**src/rtl/tick_prescaler.sv**
```systemverilog
// Free-running divider: one-cycle pulse every DIV enabled cycles.
module tick_prescaler #(
    parameter int DIV = 16
) (
    input  logic clock,
    input  logic reset,
    input  logic enable,
    output logic pulse
);

    localparam int CW = (DIV > 2) ? $clog2(DIV) : 1;
    localparam logic [CW-1:0] LAST = CW'(DIV - 1);

    logic [CW-1:0] count;

    always_ff @(posedge clock) begin
        if (reset) begin
            count <= '0;
        end else if (enable) begin
            if (count == LAST) count <= '0;
            else               count <= count + CW'(1);
        end
    end

    assign pulse = enable && (count == LAST);

endmodule

```
**config.mk**
```make
export PLATFORM = sky130hd
export DESIGN_NAME = tick_prescaler
export DESIGN_NICKNAME = d
export VERILOG_FILES = /design/src/rtl/tick_prescaler.sv
export SDC_FILE = /design/constraint.sdc
export NUM_CORES = 1
export LEC_CHECK = 0
export CAP_MARGIN = 25
export CELL_PAD_IN_SITES_DETAIL_PLACEMENT = 1
export CELL_PAD_IN_SITES_GLOBAL_PLACEMENT = 2
export CORE_AREA = 10 10 47 49
export CTS_CLUSTER_DIAMETER = 200
export DETAILED_ROUTE_END_ITERATION = 6
export DIE_AREA = 0 0 57 59
export PLACE_DENSITY_LB_ADDON = 0.2
export SLEW_MARGIN = 5
export SYNTH_ARGS = -nofsm -noshare
export SYNTH_HDL_FRONTEND = slang
export SYNTH_SLANG_ARGS = --single-unit
export TNS_END_PERCENT = 100
```
**constraint.sdc**
```tcl
create_clock -name clock -period 1.7 [get_ports clock]
set_input_delay 0.51 -clock clock [delete_from_list [all_inputs] [get_ports clock]]
set_output_delay 0.51 -clock clock [all_outputs]
set_load 0.01 [all_outputs]
```
Yosys cells after proc, flatten, opt, wreduce, memory -nomap -nowiden
Cells that the tools add are included.
- word-level logic and storage cells: 5
- output and inout port bits: 1
- register bits after elaboration: 4
- input bits: 3
- add/sub/neg operators: 1
- equality and inequality tests: 1
- multiplexer cells: 1
- reduce and logical (&&, ||, !) cells: 1
- operator list (operator ; count):
    4-bit by 1-bit adder with 4-bit output, second input constant ; 1
    4-bit equality test, second input constant ; 1
    4-bit two-way mux ; 1
    1-bit logical AND ; 1

Longest topological paths before layout
Gate-level depths: netlist of the first run.
- depth after elaboration: 2
- depth in mapped cells: 4
- gate-level depth less buffers: 4

Worst setup path before layout of the first run
Ideal clock, no wire load.
- kind: register to output
- from: register count[0]
- to: output port pulse
- setup slack: 0.382 ns
- data arrival time: 0.808 ns
- stages on the path, launching flop included: 3
- required time: 1.190 ns
- buffers on the path: 0
- cells stage by stage: dfxtp_1 > ha_1 > and4_2
- longest elaborated chain between the ends: 2
- ends and longest elaborated chain (what ; RTL line ; source):
    start: declaration ; 14 ; logic [CW-1:0] count;
    start signal: assignment ; 21 ; else count <= count + CW'(1);
    4-bit equality test ; 25 ; assign pulse = enable && (count == LAST);
    1-bit logical AND ; 25 ;
    end: declaration ; 8 ; output logic pulse
No other way between the ends.

Worst setup path after layout of the first run
Ends and elaborated chain as after synthesis.

==> metrics, run 1 <==
Root Buffer Master=clkbuf_4; Post-synth EDFFs=0; CP startpoint kind=flip-flop; Placer Congestion=0.6860; vias in the first global route=213; worst flop-to-flop path startpoint=count[0]$_SDFFE_PP0P_; sequential fraction of design power=41.6%; full die area=3363 um^2; DRC viols=0; DIE HEIGHT=59 um; CTS sink cnt=4; Final nets=38; Inserted Clock Buffers=3; Hold Fails Final Rpt=0; R2R depth=5; Arr. time, crit path=1.07 ns; share of layout cells above drive strength 1=34.38%; CORE AREA=1401 um^2; largest cells by area after synthesis=dfxtp_1 (44%), ha_1 (6.8%), nor2_1 (6.1%); Synth Register Bits=4; wire per inst=9.813 um; part of the cycle the worst path needs=93.10%; num ports=4; Max H-tree Level=1; starting density of the core=13.12%; largest net degree at the start of global routing=7; Leak=0.0001287 uW; CP Capture Type=output port; Clock power frac=47.0%; initial antenna violation count=0; initial detailed-routing violation count=3; Syn Area/Cell=9.196 um^2; # diodes=0; outcome=finished, final reports clean; Hold Path Class=reg2reg; clk_skew=0.003405 ns; hpwl dp=401.9 um; CP Buf/Inv Count=1; cell family with most CP delay=flip-flops; fmax=0.6318 GHz; Most used DFF post-synth=dfxtp_1; post-synthesis cell count=20; Final Cell Area=302.8 um^2; combinational share of power=11.4%; minimum clock period=1.583 ns; slowest cell on the critical path=dfxtp_1; Post-Route WL=471 um; total congestion overflow=0; Placement Cell Area=279.0 um^2; Pwr Density=796.5 nW/um^2; maxcap violations=0; number of post-CTS setup repair buffers=0; detailed-route via count=195; final setup violation count=0; Final Power=241.2 uW; count of cell types in the netlist=13; max reg flops=4; sequential area share after synthesis=43.54%; final antenna-violating net count=0; flop2flop setup slack=0.61 ns; Final Hold Slack=0.6036 ns; Final Util=21.61%; biggest area consumer among synthesized cells=dfxtp_1; RSZ-0062 raised after global routing=false; FF-to-FF End=count[2]$_SDFFE_PP0P_; hold path cells=3; count leader, synth=dfxtp_1; Clock transition at path regs=0.04 ns; Area Overhead vs Synth=64.63%; Syn Nets=24; ys async rst share=0%; Largest regs=count (4); Worst Hold Path EP=count[1]$_SDFFE_PP0P_; Slew HR=89.34%; CTS tree=yes; All-Layer GR Usage=3.060%; Reg with most FFs=count; Slew Limit Fails=0; Net Sw Frac=20.18%; Vias per Instance=4.063; Clock Tree Buf Depth=2; P_sw=48.68 uW; top cells by count, synth=dfxtp_1 (4), nor2_1 (3), a21oi_1 (2), nand3_1 (2); site row count=14; crit-path cells=ha_1, and4_4, buf_6; Worst-Margin Slew=0.1578 ns; first-pass GRT wire length=765 um; peak per-stage delay on the critical path=0.33 ns; hold_sp=count[1]$_SDFFE_PP0P_; DRT Pass-1 Iters=2; port bufs=3; synthesized area=183.9 um^2; Yosys warnings=0; Yosys top cell area share=43.54%; Int Power=192.5 uW; Critical Path RT=1.19 ns; Die Width=57 um; Clock Latency Late Sink=0.23 ns; Critical Path Fanout Max=2; peak supply drop=0.1989 mV; CP Class=reg2out
[layout make-up]
cell class,count,area (um^2)
repair buffers,9,75.07
clock buffers,3,22.52
fillers,181,1099
well taps,16,20.02
multi-input cells,16,105.1
flip-flops and latches,4,80.08
[cell families after synthesis]
group,after synthesis,share of synthesized area (%)
mux,1,5.442
compound gates,3,10.21
simple gates,10,29.25
xor+xnor,1,4.763
fa+ha+maj,1,6.802
flops,4,43.54
[cells in the final DEF, fill, tap and decap left out]
| cell type | count |
|---|---|
| buf_4 | 6 |
| dfxtp_1 | 4 |
| nor2_1 | 3 |
| clkbuf_4 | 3 |
| nand3_1 | 2 |
| a21oi_1 | 2 |
| and4_4 | 1 |
| mux2i_1 | 1 |
| nand3b_1 | 1 |
| nand2b_1 | 1 |
| a41oi_1 | 1 |
| nor3_1 | 1 |
| nand2_1 | 1 |
| xor2_1 | 1 |
| ha_1 | 1 |
| dlygate4sd2_1 | 1 |
| clkdlybuf4s50_1 | 1 |
| buf_6 | 1 |
[worst reg2reg max path, cell delays in order, from the launching register on]
cell and delay [ns]:
dfxtp_1 0.31, ha_1 0.22, buf_4 0.14, nand2_1 0.07
xor2_1 0.18, nor2_1 0.05
[how the worst max path moves through the flow]
stage,startpoint,to,cells past startpoint
after detailed placement,enable,pulse,3
final,count[0]$_SDFFE_PP0P_,pulse,3
after global placement,enable,pulse,3
after CTS,count[0]$_SDFFE_PP0P_,pulse,3
after floorplan,count[0]$_SDFFE_PP0P_,pulse,2
after global routing,count[0]$_SDFFE_PP0P_,pulse,3
[power by group through the flow]
stage,Clock [uW],Combinational [uW],Sequential [uW]
5_1_grt,122,30.9,101
6_report,113,27.5,100
3_5_place_dp,0,28.6,102
2_1_floorplan,0,8.68,103
3_3_place_gp,0,27.5,102
4_1_cts,121,28.0,100
[layer usage]
| metal | share of wire [%] | vias up | routed length [um] | GRT usage [%] |
|---|---|---|---|---|
| met4 | 2.5 | 0 | 12 | 4.027 |
| li1 | - | 98 | - | - |
| met2 | 52 | 3 | 245 | 5.271 |
| met1 | 38 | 92 | 181 | 2.123 |
| met5 | 0 | - | 0 | 0 |
| met3 | 6.6 | 2 | 31 | 1.502 |
[repair_timing]
item                       4_1_cts  5_1_grt
resized for setup                7        0
setup endpoints to repair        1        0
hold buffers                     0        0
[stage by stage]
step / TNS, ns / setup WS, ns / instances
after floorplan: 0 / 0.3825 / 20
after global placement: -0.5290 / -0.5290 / 45
after detailed placement: -0.5395 / -0.5395 / 45
after CTS: 0 / 0.08962 / 48
after global routing: 0 / 0.05919 / 48
final: 0 / 0.1173 / 48
Note: power is estimated with default switching activity, not from simulation.
==> run 2, diff against run 1 <==
- DONT_BUFFER_PORTS: not set -> 1
- SLEW_MARGIN: 5 -> 10
==> run 2 against run 1 <==
- count of clock-buffer cells in the layout unchanged
- critical path depth decreased by 1
- non-clock buffer count is 9 lower
- via count fell by 18%
- combinational power fell by 63%
- flip-flop and latch count unchanged
- critical path type unchanged
==> metrics, run 2 (synthesis gave the netlist of run 1 again) <==
final setup violation count=0 (unchanged); most frequent cells in the layout=nor2_1 (3), clkbuf_4 (3), dfxtp_1 (3) (was buf_4 (6), dfxtp_1 (4), nor2_1 (3), clkbuf_4 (3)); DRC viols=0 (unchanged); total congestion overflow=0 (unchanged); Max H-tree Level=1 (unchanged); initial antenna violation count=0 (unchanged); Slew Limit Fails=0 (unchanged); Hold Path Class=in2reg (was reg2reg); vias in the first global route=161 (was 213); minimum clock period=1.601 ns (was 1.583 ns); Final Hold Slack=0.3431 ns (was 0.6036 ns); clk_skew=0.0006686 ns (was 0.003405 ns); maxcap violations=0 (unchanged); Clock Latency Late Sink=0.23 ns (about the same); final antenna-violating net count=0 (unchanged); fmax=0.6246 GHz (was 0.6318 GHz); CP Class=reg2out (unchanged); Worst Hold Path EP=count[0]$_SDFFE_PP0P_ (was count[1]$_SDFFE_PP0P_); CTS tree=yes (unchanged); Placer Congestion=0.7414 (was 0.6860); Largest regs=count (4) (unchanged); site row count=14 (unchanged); Final nets=29 (was 38); # diodes=0 (unchanged); peak supply drop=0.2309 mV (was 0.1989 mV); initial detailed-routing violation count=0 (was 3); starting density of the core=13.12% (unchanged); multi-input logic area=106.4 um^2 (was 105.1 um^2); full die area=3363 um^2 (unchanged); outcome=finished, final reports clean (unchanged); max reg flops=4 (unchanged); Register Area=81.33 um^2 (was 80.08 um^2); Inserted Clock Buffers=3 (unchanged); part of the cycle the worst path needs=94.17% (was 93.10%); Vias per Instance=4.077 (was 4.063); Pwr Density=981.1 nW/um^2 (was 796.5 nW/um^2); share of layout cells above drive strength 1=26.09% (was 34.38%); worst slack at placement=0.3154 ns (was -0.5395 ns); Slew HR=88.98% (was 89.34%); Reg with most FFs=count (unchanged); Arr. time, crit path=1.09 ns (was 1.07 ns); number of post-CTS setup repair buffers=0 (unchanged); Placement Cell Area=203.9 um^2 (was 279.0 um^2); fin worst setup slack=0.09908 ns (was 0.1173 ns); port bufs=0 (was 3); peak per-stage delay on the critical path=0.37 ns (was 0.33 ns); All-Layer GR Usage=3.017% (was 3.060%); RSZ-0062 raised after global routing=false (unchanged); fill count=171 (was 181); hpwl dp=319.2 um (was 401.9 um); Clock Tree Buf Depth=2 (unchanged); Root Buffer Master=clkbuf_4 (unchanged); FF-to-FF End=count[2]$_SDFFE_PP0P_ (unchanged); Final Util=16.43% (was 21.61%); CP startpoint kind=flip-flop (unchanged); detailed-route via count=159 (was 195); CP Capture Type=output port (unchanged); CORE AREA=1401 um^2 (unchanged); first-pass GRT wire length=690 um (was 765 um); wire per inst=10.46 um (was 9.813 um); slowest cell on the critical path=dfxtp_1 (unchanged); Hold Fails Final Rpt=0 (unchanged); Fin Setup TNS=0 ns (unchanged); num ports=4 (unchanged); Area Overhead vs Synth=25.17% (was 64.63%); Critical Path RT=1.19 ns (about the same); hold_sp=reset (was count[1]$_SDFFE_PP0P_); worst flop-to-flop path startpoint=count[1]$_SDFFE_PP0P_ (was count[0]$_SDFFE_PP0P_); Worst-Margin Slew=0.1632 ns (was 0.1578 ns); CTS sink cnt=4 (unchanged); DIE HEIGHT=59 um (unchanged); R2R depth=4 (was 5); flop2flop setup slack=0.74 ns (was 0.61 ns); DRT Pass-1 Iters=1 (was 2); Die Width=57 um (unchanged); Post-Route WL=408 um (was 471 um); crit-path cells=ha_2, and4_2 (was ha_1, and4_4, buf_6); hold path cells=1 (was 3); Final Cell Area=230.2 um^2 (was 302.8 um^2); Clock transition at path regs=0.03 ns (was 0.04 ns); Critical Path Fanout Max=4 (was 2); largest net degree at the start of global routing=8 (was 7); Leak=0.00007885 uW (was 0.0001287 uW)
==> run 2: changes by cell type in the layout (fill, tap and decap cells not counted) <==
cell	previous run	this run
buf_4	6	0
and4_2	0	1
and4_4	1	0
buf_6	1	0
clkdlybuf4s50_1	1	0
dfxtp_1	4	3
dfxtp_2	0	1
dlygate4sd2_1	1	0
ha_1	1	0
ha_2	0	1
==> run 2: layer usage <==
layer  wire [um]  GRT usage [%]  up-vias  part of all wire [%]
li1            -              -       82                     -
met1         170          2.594       72                    42
met2         197          3.411        3                    48
met3          33          2.361        2                   8.1
met4           6          5.034        0                   1.5
met5           0              0        -                     0
==> run 2: worst max-delay path by stage <==
stage,from,end,slack (ns),depth (start not counted)
after detailed placement,count[0]$_SDFFE_PP0P_,pulse,0.32,2
after CTS,count[0]$_SDFFE_PP0P_,pulse,0.06,2
after global routing,count[1]$_SDFFE_PP0P_,pulse,0.03,2
after global placement,count[0]$_SDFFE_PP0P_,pulse,0.32,2
final,count[1]$_SDFFE_PP0P_,pulse,0.1,2
after floorplan,count[0]$_SDFFE_PP0P_,pulse,0.38,2
==> run 2: report_power, final <==
part	leakage, uW	switching [uW]	internal, uW
Sequential	0.0000329	4.44	98.7
Combinational	0.0000322	4.21	6.13
Clock	0.0000138	33.7	78.6
==> run 2: repair_timing <==
action,CTS,global route
gates resized for setup,0,2
setup endpoints to repair,0,1
hold buffers,0,0
hold endpoints to repair,0,0
==> run 2: final cells by class <==
| type | count | area share (%) |
|---|---|---|
| clock buffers | 3 | 9.783 |
| multi-input cells | 16 | 46.20 |
| flip-flops and latches | 4 | 35.33 |
| well taps | 16 | 8.696 |
==> run 2: through the flow <==
stage	total power (uW)	cells
floorplan	111.6	20
global placement	114.2	36
detailed placement	113.9	36
CTS	233.6	39
global route	245.4	39
finish	225.9	39
==> run 2: worst max-delay path: cells and delay by family, from the launching register on <==
kind | cells | cell delay, ns
adders and majority gates | 1 | 0.22
and+or+nand+nor | 1 | 0.27
DFF | 1 | 0.37
==> run 3, diff against run 2 <==
- CTS_CLUSTER_SIZE: not set -> 24
==> results of run 3 <==
Final layout, timing and power as in run 2 (identical DEF).
